`config.mk`:
```
export PLATFORM = sky130hd
export DESIGN_NAME = counter_seq_ctrl
export DESIGN_NICKNAME = d
export VERILOG_FILES = /design/src/rtl/counter_pkg.sv /design/src/rtl/tick_gen.sv /design/src/rtl/counter_seq_ctrl.sv
export SDC_FILE = /design/constraint.sdc
export NUM_CORES = 1
export LEC_CHECK = 0
export CORE_MARGIN = 2
export CORE_UTILIZATION = 55
export DETAILED_ROUTE_END_ITERATION = 7
export PLACE_DENSITY_LB_ADDON = 0.08
export SLEW_MARGIN = 10
export SYNTH_ARGS = -nofsm -noshare
export SYNTH_HDL_FRONTEND = slang
export SYNTH_SLANG_ARGS = --single-unit
```
`constraint.sdc`:
```
create_clock -name clk -period 2.24 [get_ports clk]
set_input_delay 0.672 -clock clk [delete_from_list [all_inputs] [get_ports clk]]
set_output_delay 0.672 -clock clk [all_outputs]
set_load 0.1 [all_outputs]
```
`src/rtl/counter_pkg.sv`:
```
// Shared types and constants for the two-digit up/down counter controller.
package counter_pkg;

    typedef enum logic [1:0] {
        IDLE  = 2'b00,
        RUN   = 2'b01,
        PAUSE = 2'b10,
        LIMIT = 2'b11
    } state_t;

    localparam int COUNT_W       = 7;
    localparam int DEF_MAX_COUNT = 99;
    localparam int DEF_MIN_COUNT = 0;

endpackage

```
`src/rtl/tick_gen.sv`:
```
// Modulo-N counter with synchronous clear, hold enable and a one-cycle terminal pulse.
module tick_gen #(
    parameter int N = 4
) (
    input  logic clk,
    input  logic reset,
    input  logic clr,
    input  logic en,
    output logic tc
);

    localparam int             W    = $clog2(N);
    localparam logic [W-1:0]   ZERO = {W{1'b0}};
    localparam logic [W-1:0]   ONE  = {{(W-1){1'b0}}, 1'b1};
    localparam logic [W-1:0]   LAST = W'(N - 1);

    logic [W-1:0] count_r;
    logic         last_s;

    assign last_s = (count_r == LAST);
    // Clear dominates, so the terminal pulse never fires on a clearing cycle.
    assign tc     = en & ~clr & last_s;

    // Count register: clear, else advance with wrap, else hold.
    always_ff @(posedge clk) begin
        if (reset) begin
            count_r <= ZERO;
        end else if (clr) begin
            count_r <= ZERO;
        end else if (en) begin
            count_r <= last_s ? ZERO : (count_r + ONE);
        end else begin
            count_r <= count_r;
        end
    end

endmodule

```
`src/rtl/counter_seq_ctrl.sv`:
```
// Run/pause/limit sequencer for the counter datapath plus digit scan with blanking.
module counter_seq_ctrl
    import counter_pkg::*;
#(
    parameter int TICK_DIV  = 100000,
    parameter int SCAN_DIV  = 1000,
    parameter int MAX_COUNT = DEF_MAX_COUNT,
    parameter int MIN_COUNT = DEF_MIN_COUNT,
    parameter bit WRAP      = 1'b0
) (
    input  logic               clk,
    input  logic               reset,
    input  logic               btn_start,
    input  logic               btn_dir,
    input  logic               btn_clr,
    input  logic [COUNT_W-1:0] count_val,
    output logic               cnt_step,
    output logic               cnt_ud,
    output logic               cnt_clr,
    output logic               digit1_ena,
    output logic               digit2_ena,
    output logic [1:0]         state
);

    localparam logic [COUNT_W-1:0] MAX_V = COUNT_W'(MAX_COUNT);
    localparam logic [COUNT_W-1:0] MIN_V = COUNT_W'(MIN_COUNT);

    state_t state_r, state_next_s;
    logic   ud_r, ud_next_s;
    logic   step_r, step_next_s;
    logic   clr_pulse_r;
    logic   start_prev_r, dir_prev_r, clr_prev_r;
    logic   start_edge_s, dir_edge_s, clr_edge_s;
    logic   step_clr_s, step_en_s, step_tc_s, at_limit_s;
    logic   scan_tc_s, slot_r, digit1_r, digit2_r;

    assign start_edge_s = btn_start & ~start_prev_r;
    assign dir_edge_s   = btn_dir   & ~dir_prev_r;
    assign clr_edge_s   = btn_clr   & ~clr_prev_r;

    // The step prescaler only advances in RUN, and freezes on the cycle a pause is requested.
    assign step_clr_s = clr_edge_s | (state_r == IDLE) | (state_r == LIMIT);
    assign step_en_s  = (state_r == RUN) & ~start_edge_s;
    assign at_limit_s = ud_r ? (count_val == MAX_V) : (count_val == MIN_V);

    tick_gen #(.N(TICK_DIV)) u_step_div (
        .clk   (clk),
        .reset (reset),
        .clr   (step_clr_s),
        .en    (step_en_s),
        .tc    (step_tc_s)
    );

    tick_gen #(.N(SCAN_DIV)) u_scan_div (
        .clk   (clk),
        .reset (reset),
        .clr   (1'b0),
        .en    (1'b1),
        .tc    (scan_tc_s)
    );

    // Next-state, direction and step decode; a clear request overrides everything else.
    always_comb begin
        state_next_s = state_r;
        ud_next_s    = ud_r;
        step_next_s  = 1'b0;
        if (clr_edge_s) begin
            state_next_s = IDLE;
        end else begin
            if (dir_edge_s) begin
                ud_next_s = ~ud_r;
            end else begin
                ud_next_s = ud_r;
            end
            case (state_r)
                IDLE: begin
                    if (start_edge_s) state_next_s = RUN;
                    else              state_next_s = IDLE;
                end
                RUN: begin
                    if (start_edge_s) begin
                        state_next_s = PAUSE;
                    end else if (step_tc_s) begin
                        if (at_limit_s && (WRAP == 1'b0)) begin
                            state_next_s = LIMIT;
                        end else begin
                            state_next_s = RUN;
                            step_next_s  = 1'b1;
                        end
                    end else begin
                        state_next_s = RUN;
                    end
                end
                PAUSE: begin
                    if (start_edge_s) state_next_s = RUN;
                    else              state_next_s = PAUSE;
                end
                LIMIT: begin
                    if (dir_edge_s) state_next_s = RUN;
                    else            state_next_s = LIMIT;
                end
                default: state_next_s = IDLE;
            endcase
        end
    end

    // Sequencer registers; button history resets high so a held button is not an edge.
    always_ff @(posedge clk) begin
        if (reset) begin
            state_r      <= IDLE;
            ud_r         <= 1'b1;
            step_r       <= 1'b0;
            clr_pulse_r  <= 1'b0;
            start_prev_r <= 1'b1;
            dir_prev_r   <= 1'b1;
            clr_prev_r   <= 1'b1;
        end else begin
            state_r      <= state_next_s;
            ud_r         <= ud_next_s;
            step_r       <= step_next_s;
            clr_pulse_r  <= clr_edge_s;
            start_prev_r <= btn_start;
            dir_prev_r   <= btn_dir;
            clr_prev_r   <= btn_clr;
        end
    end

    // Digit scan: enables are decoded from the upcoming slot, blank whenever the slot wraps.
    always_ff @(posedge clk) begin
        if (reset) begin
            slot_r   <= 1'b0;
            digit1_r <= 1'b0;
            digit2_r <= 1'b0;
        end else begin
            slot_r   <= slot_r ^ scan_tc_s;
            digit1_r <= ~scan_tc_s & ~slot_r;
            digit2_r <= ~scan_tc_s & slot_r;
        end
    end

    assign cnt_step   = step_r;
    assign cnt_ud     = ud_r;
    assign cnt_clr    = clr_pulse_r;
    assign digit1_ena = digit1_r;
    assign digit2_ena = digit2_r;
    assign state      = state_r;

endmodule

```
# == Yosys cells after proc, flatten, opt, wreduce, memory -nomap -nowiden ==
# Index checks and enable logic that the tools add are counted.
# op_classes
n_addsub,2
n_eq_ne,6
mux,10
bitwise,22
n_reduce_logical,7
# op_table
op,count
$add 17x1->17 const B,1
$eq 17x17->1 const B,1
$mux 17,1
$not 1->1,11
$add 10x1->10 const B,1
$eq 10x10->1 const B,1
$mux 2,5
$and 1x1->1,8
$pmux 2 s4,1
$eq 7x7->1 const B,1
$logic_not 7->1,1
$reduce_or 2->1,3
$reduce_or 5->1,1
$eq 2x2->1 const B,2
$mux 1,3
$eq 2x1->1 const B,1
$logic_not 2->1,1
$or 1x1->1,2
$reduce_and 2->1,1
$xor 1x1->1,1
# totals
reg_bits,38
input_bits,12
output_inout_bits,7
elab_cells,59

# == Depth between registers and ports, before layout ==
# depth
depth_word,10
ltp_mapped,6

# == Modules after synthesis ==
# A second synthesis with hierarchy kept.
# hier_totals
cells_unflattened,198
area_unflattened_um2,1781.7
# by_module_without_submodules
module,instances,cells_per_inst,area_per_inst_um2
tick_gen (u_step_div),1,96,838.3
tick_gen (u_scan_div),1,54,481.7
counter_seq_ctrl,1,48,461.7

# == Worst setup path after synthesis ==
# Ideal clock, no wire load.
# synth_timing
path_kind,register -> register
start,register with a tool-made name
end,register u_step_div.count_r[14]
arrival_time_ns,2.205
path_slack_ns,-0.031
path_stages_with_launch,6
path_buffers,1
cell_sequence,dfxtp_1 -> nor2b_1 -> buf_2 -> nand3_2 -> or4_4 -> a21oi_2
# synth_lines
element,line,text
"end signal, assigned",tick_gen.sv:31,count_r <= last_s ? ZERO : (count_r + ONE);
"end signal, assigned",tick_gen.sv:33,count_r <= count_r;
"end, declared",tick_gen.sv:17,logic [W-1:0] count_r;

# == Final worst setup path ==
# layout_timing
start,input btn_start
end,register u_step_div.count_r[12]
# layout_between
elab_chain_cells,3
# layout_lines
element,line,text
"start, declared",counter_seq_ctrl.sv:13,"input logic btn_start,"
$and 1x1->1,counter_seq_ctrl.sv:37,assign start_edge_s = btn_start & ~start_prev_r;
$not 1->1,counter_seq_ctrl.sv:43,assign step_en_s = (state_r == RUN) & ~start_edge_s;
$and 1x1->1,counter_seq_ctrl.sv:43,
# Every way passes these cells.
# A chain may end at the register's enable or synchronous reset.

==> impl_summary.txt <==
----------------------------------------------------
[Outcome]
  Run status ... complete, no violations

[GRT]
  Via count of the first global-routing pass ... 1,405
  Wire length of the first global-routing pass ... 6080 um
  Grt total ovfl ... 0
  Antenna violations before repair ... 0
  Maximum number of pins on one net before global-route repair ... 16
  GRT Util Overall ... 22.1%

[Die]
  Number of I/O pins ... 19
  Core area ... 0.00310 mm^2
  Die width ... 61.4 um
  Vertical extent of the die ... 61.4 um
  Initial core utilization ... 58.3%
  Area of the die ... 0.00376 mm^2
  Cell row count ... 20

[Timing]
  Clock period minus final worst setup slack ... 1900 ps
  Max Transition Viols Final ... 0
  Worst rel slew slack ... 69.6%
  Setup repair after global routing missed its margin ... false
  Final setup violation count ... 0
  Accumulated negative setup slack ... 0 ps
  Ratio of final minimum period to clock period ... 84.8%
  Maximum clock skew at final layout ... 5.73 ps
  Max Fclk ... 0.527 GHz
  Number of hold-slack violations in the final timing report ... 0
  Actual transition at the worst max-transition pin ... 452 ps

[Route]
  Post-DRT Antenna Nets ... 0
  DRC errors left ... 0
  Total length of routed wires ... 3640 um
  Average wire per standard cell ... 13.5 um
  Number of optimization iterations in the first detailed-route pass ... 4
  Number of vias in the routed layout ... 1,531
  Via count normalized by instance count ... 5.69
  Iter 0 DRT Violations ... 53

[Clocking]
  Number of buffers added for setup after CTS ... 0
  H-tree level count ... 2
  Clock transition time at the flip-flop clock pins of the worst setup and hold paths ... 110 ps
  Post_cts resized ... 0
  Clk Latency, worst-skew pair ... 350 ps
  TritonCTS Buffers ... 5
  CTS tree ... done
  TritonCTS sink count ... 38
  Clock Tree Root ... clkbuf_4
  Post-CTS Hold Fix Bufs ... 0
  Clock buffer depth ... 2

[Logic synthesis]
  Seq cells post-synth ... 38
  Top-area cell type share of the netlist area ... 42.0%
  Syn_nets ... 213
  Synth Area per Inst ... 9.18 um^2
  Area of the mapped netlist ... 0.00181 mm^2
  Prevailing post-synth register cell ... dfxtp_1
  Synthesis Warnings ... 0
  Sequential fraction of the synthesis area ... 42.0%
  Top cells by area in the synthesized netlist ... dfxtp_1 (42%), xor2_1 (4.8%), xnor2_1 (3.9%)
  Library cell with the largest summed area after synthesis ... dfxtp_1
  Post-Syn Instances ... 197
  Post-synth EDFFs ... 0
  Synth unique cells ... 41
  Post-synth ARST share ... 0%

[Pwr]
  Share of total power consumed by net switching ... 21.5%
  VDD IR max ... 0.379 mV
  Lkg Pwr ... 0.765 nW
  Part of the total power dissipated in combinational logic ... 8.0%
  Internal power summed over all cells ... 1.11 mW
  Areal power density over the cells ... 650 mW/mm^2
  Net switching power figure ... 305 uW
  Clk network pwr share ... 42.8%
  Sequential group share of total power ... 49.2%

[Setup path]
  Maximum single-stage delay on the critical path ... 490 ps
  Startpoint Class ... input pin
  Arrival @ worst endpoint ... 2170 ps
  Highest fanout seen on the critical path ... 6
  Type of element capturing the critical path ... register
  Worst setup path category ... in2reg
  Crit path required time ... 2510 ps
  Worst path cell trace ... clkdlybuf4s50_1 -> nand2b_1 -> nand3_2 -> or4_1 -> a21oi_1
  Worst-path cell with the longest stage delay ... or4_1

[Placement]
  Total half-perimeter wirelength after legalization and detailed placement ... 2660 um
  Buffers on Ports ... 18
  Gpl congestion ... 0.865
  Cell count after placement ... 261

[Job]
  Max-capacitance violation count ... 0

[Final layout]
  Number of inserted filler cells in the final layout ... 269
  Area growth, synth to finish ... 20.6%
  Leading cell type in the layout, fill and taps excluded ... dfxtp_1
  Share of cells above drive strength 1 ... 21.8%
  Nets ... 240
  Post-Layout Cell Count ... 269
  Commonest cells after routing, fill and taps aside ... dfxtp_1 (37), nor2_1 (15), buf_4 (12)
  Number of antenna diodes ... 0

[Worst hold path]
  Hold crit path type ... reg2reg

----------------------------------------------------
stage by stage:
step	setup slack, ps	hold WS, ps	cell area [um^2]	power [mW]	utilization, %
finish	341	465	2180	1.42	70.3
global route	231	509	2180	1.48	70.3
CTS	393	476	2180	1.44	70.3
detailed placement	-4.16	450	2070	0.827	66.7
global placement	64.9	427	2070	0.824	66.7
floorplan	314	418	1810	0.780	-
kinds of logic after synthesis:
| logic type | count (synthesis) | share of synthesized area, % |
|---|---|---|
| simple gates | 103 | 34.4 |
| buf+inv | 10 | 2.97 |
| xor+xnor | 18 | 8.71 |
| flops | 38 | 42.0 |
| fa+ha+maj | 4 | 2.77 |
| mux | 1 | 0.553 |
| compound gates | 23 | 8.51 |
critical path: cells and delay by family:
kind,cells,cell delay (ps)
AO/OA/AOI/OAI,1,210
buffers and inverters,1,430
AND/OR/NAND/NOR,3,850
power groups by stage:
stage	clock network, mW	logic (mW)	registers (mW)
2_1_floorplan	0	0.0399	0.740
3_3_place_gp	0	0.112	0.712
3_5_place_dp	0	0.114	0.713
4_1_cts	0.627	0.115	0.697
5_1_grt	0.656	0.122	0.700
6_report	0.607	0.114	0.697
synthesized netlist by cell type (2+ instances only):
| cell type | instances |
|---|---|
| o31ai_1 | 6 |
| inv_1 | 5 |
| dfxtp_1 | 38 |
| nor2_2 | 7 |
| nand3_1 | 7 |
| and4_1 | 3 |
| nor2_1 | 15 |
| xnor2_1 | 8 |
| or2_2 | 5 |
| buf_6 | 2 |
| or4_4 | 2 |
| a21oi_1 | 6 |
| and2_1 | 3 |
| nor4_1 | 6 |
| and3_1 | 3 |
| or4_1 | 6 |
| nand2_1 | 11 |
| nor3_1 | 6 |
| nand4_1 | 7 |
| a21oi_2 | 4 |
| xor2_1 | 10 |
| clkbuf_1 | 2 |
| nor2b_1 | 6 |
| nand4_2 | 2 |
| o21ai_0 | 5 |
| nand2b_1 | 4 |
| ha_1 | 4 |
final cells by class:
cell class                 instances  area, um^2  share of cell area (%)
timing repair buffer              25         240                    11.0
clock buffer                       6        51.3                    2.35
multi-input combinational        149         995                    45.6
tap                               44        55.1                    2.52
clock inverter                     2        60.1                    2.75
sequential                        38         762                    34.9
inverter                           5        18.8                   0.860
state kept, by name, summed over array words and instances, names as in the netlist, named ones only:
signal	flops
digit2_ena	1
clr_prev_r	1
cnt_ud	1
cnt_clr	1
cnt_step	1
digit1_ena	1
dir_prev_r	1
u_scan_div.count_r	10
u_step_div.count_r	17
slot_r	1
state	1
start_prev_r	1
layer usage:
layer,part of all wire [%],up-vias,track usage [%]
met4,2.1,0,12.8
met2,44,50,33.7
met5,0,-,0
met1,47,713,27.4
met3,6.3,8,7.14
li1,-,760,-
final timing paths:
kind	startpoint	endpoint	slack, ps	depth (start not counted)
max	btn_start	u_step_div.count_r[12]	340	5
min reg2reg	u_scan_div.count_r[0]	u_scan_div.count_r[0]	470	1
max reg2reg	u_step_div.count_r[0]	u_step_div.count_r[12]	370	5
min	u_scan_div.count_r[0]	u_scan_div.count_r[0]	470	1
(Power assumes the default switching activity.)
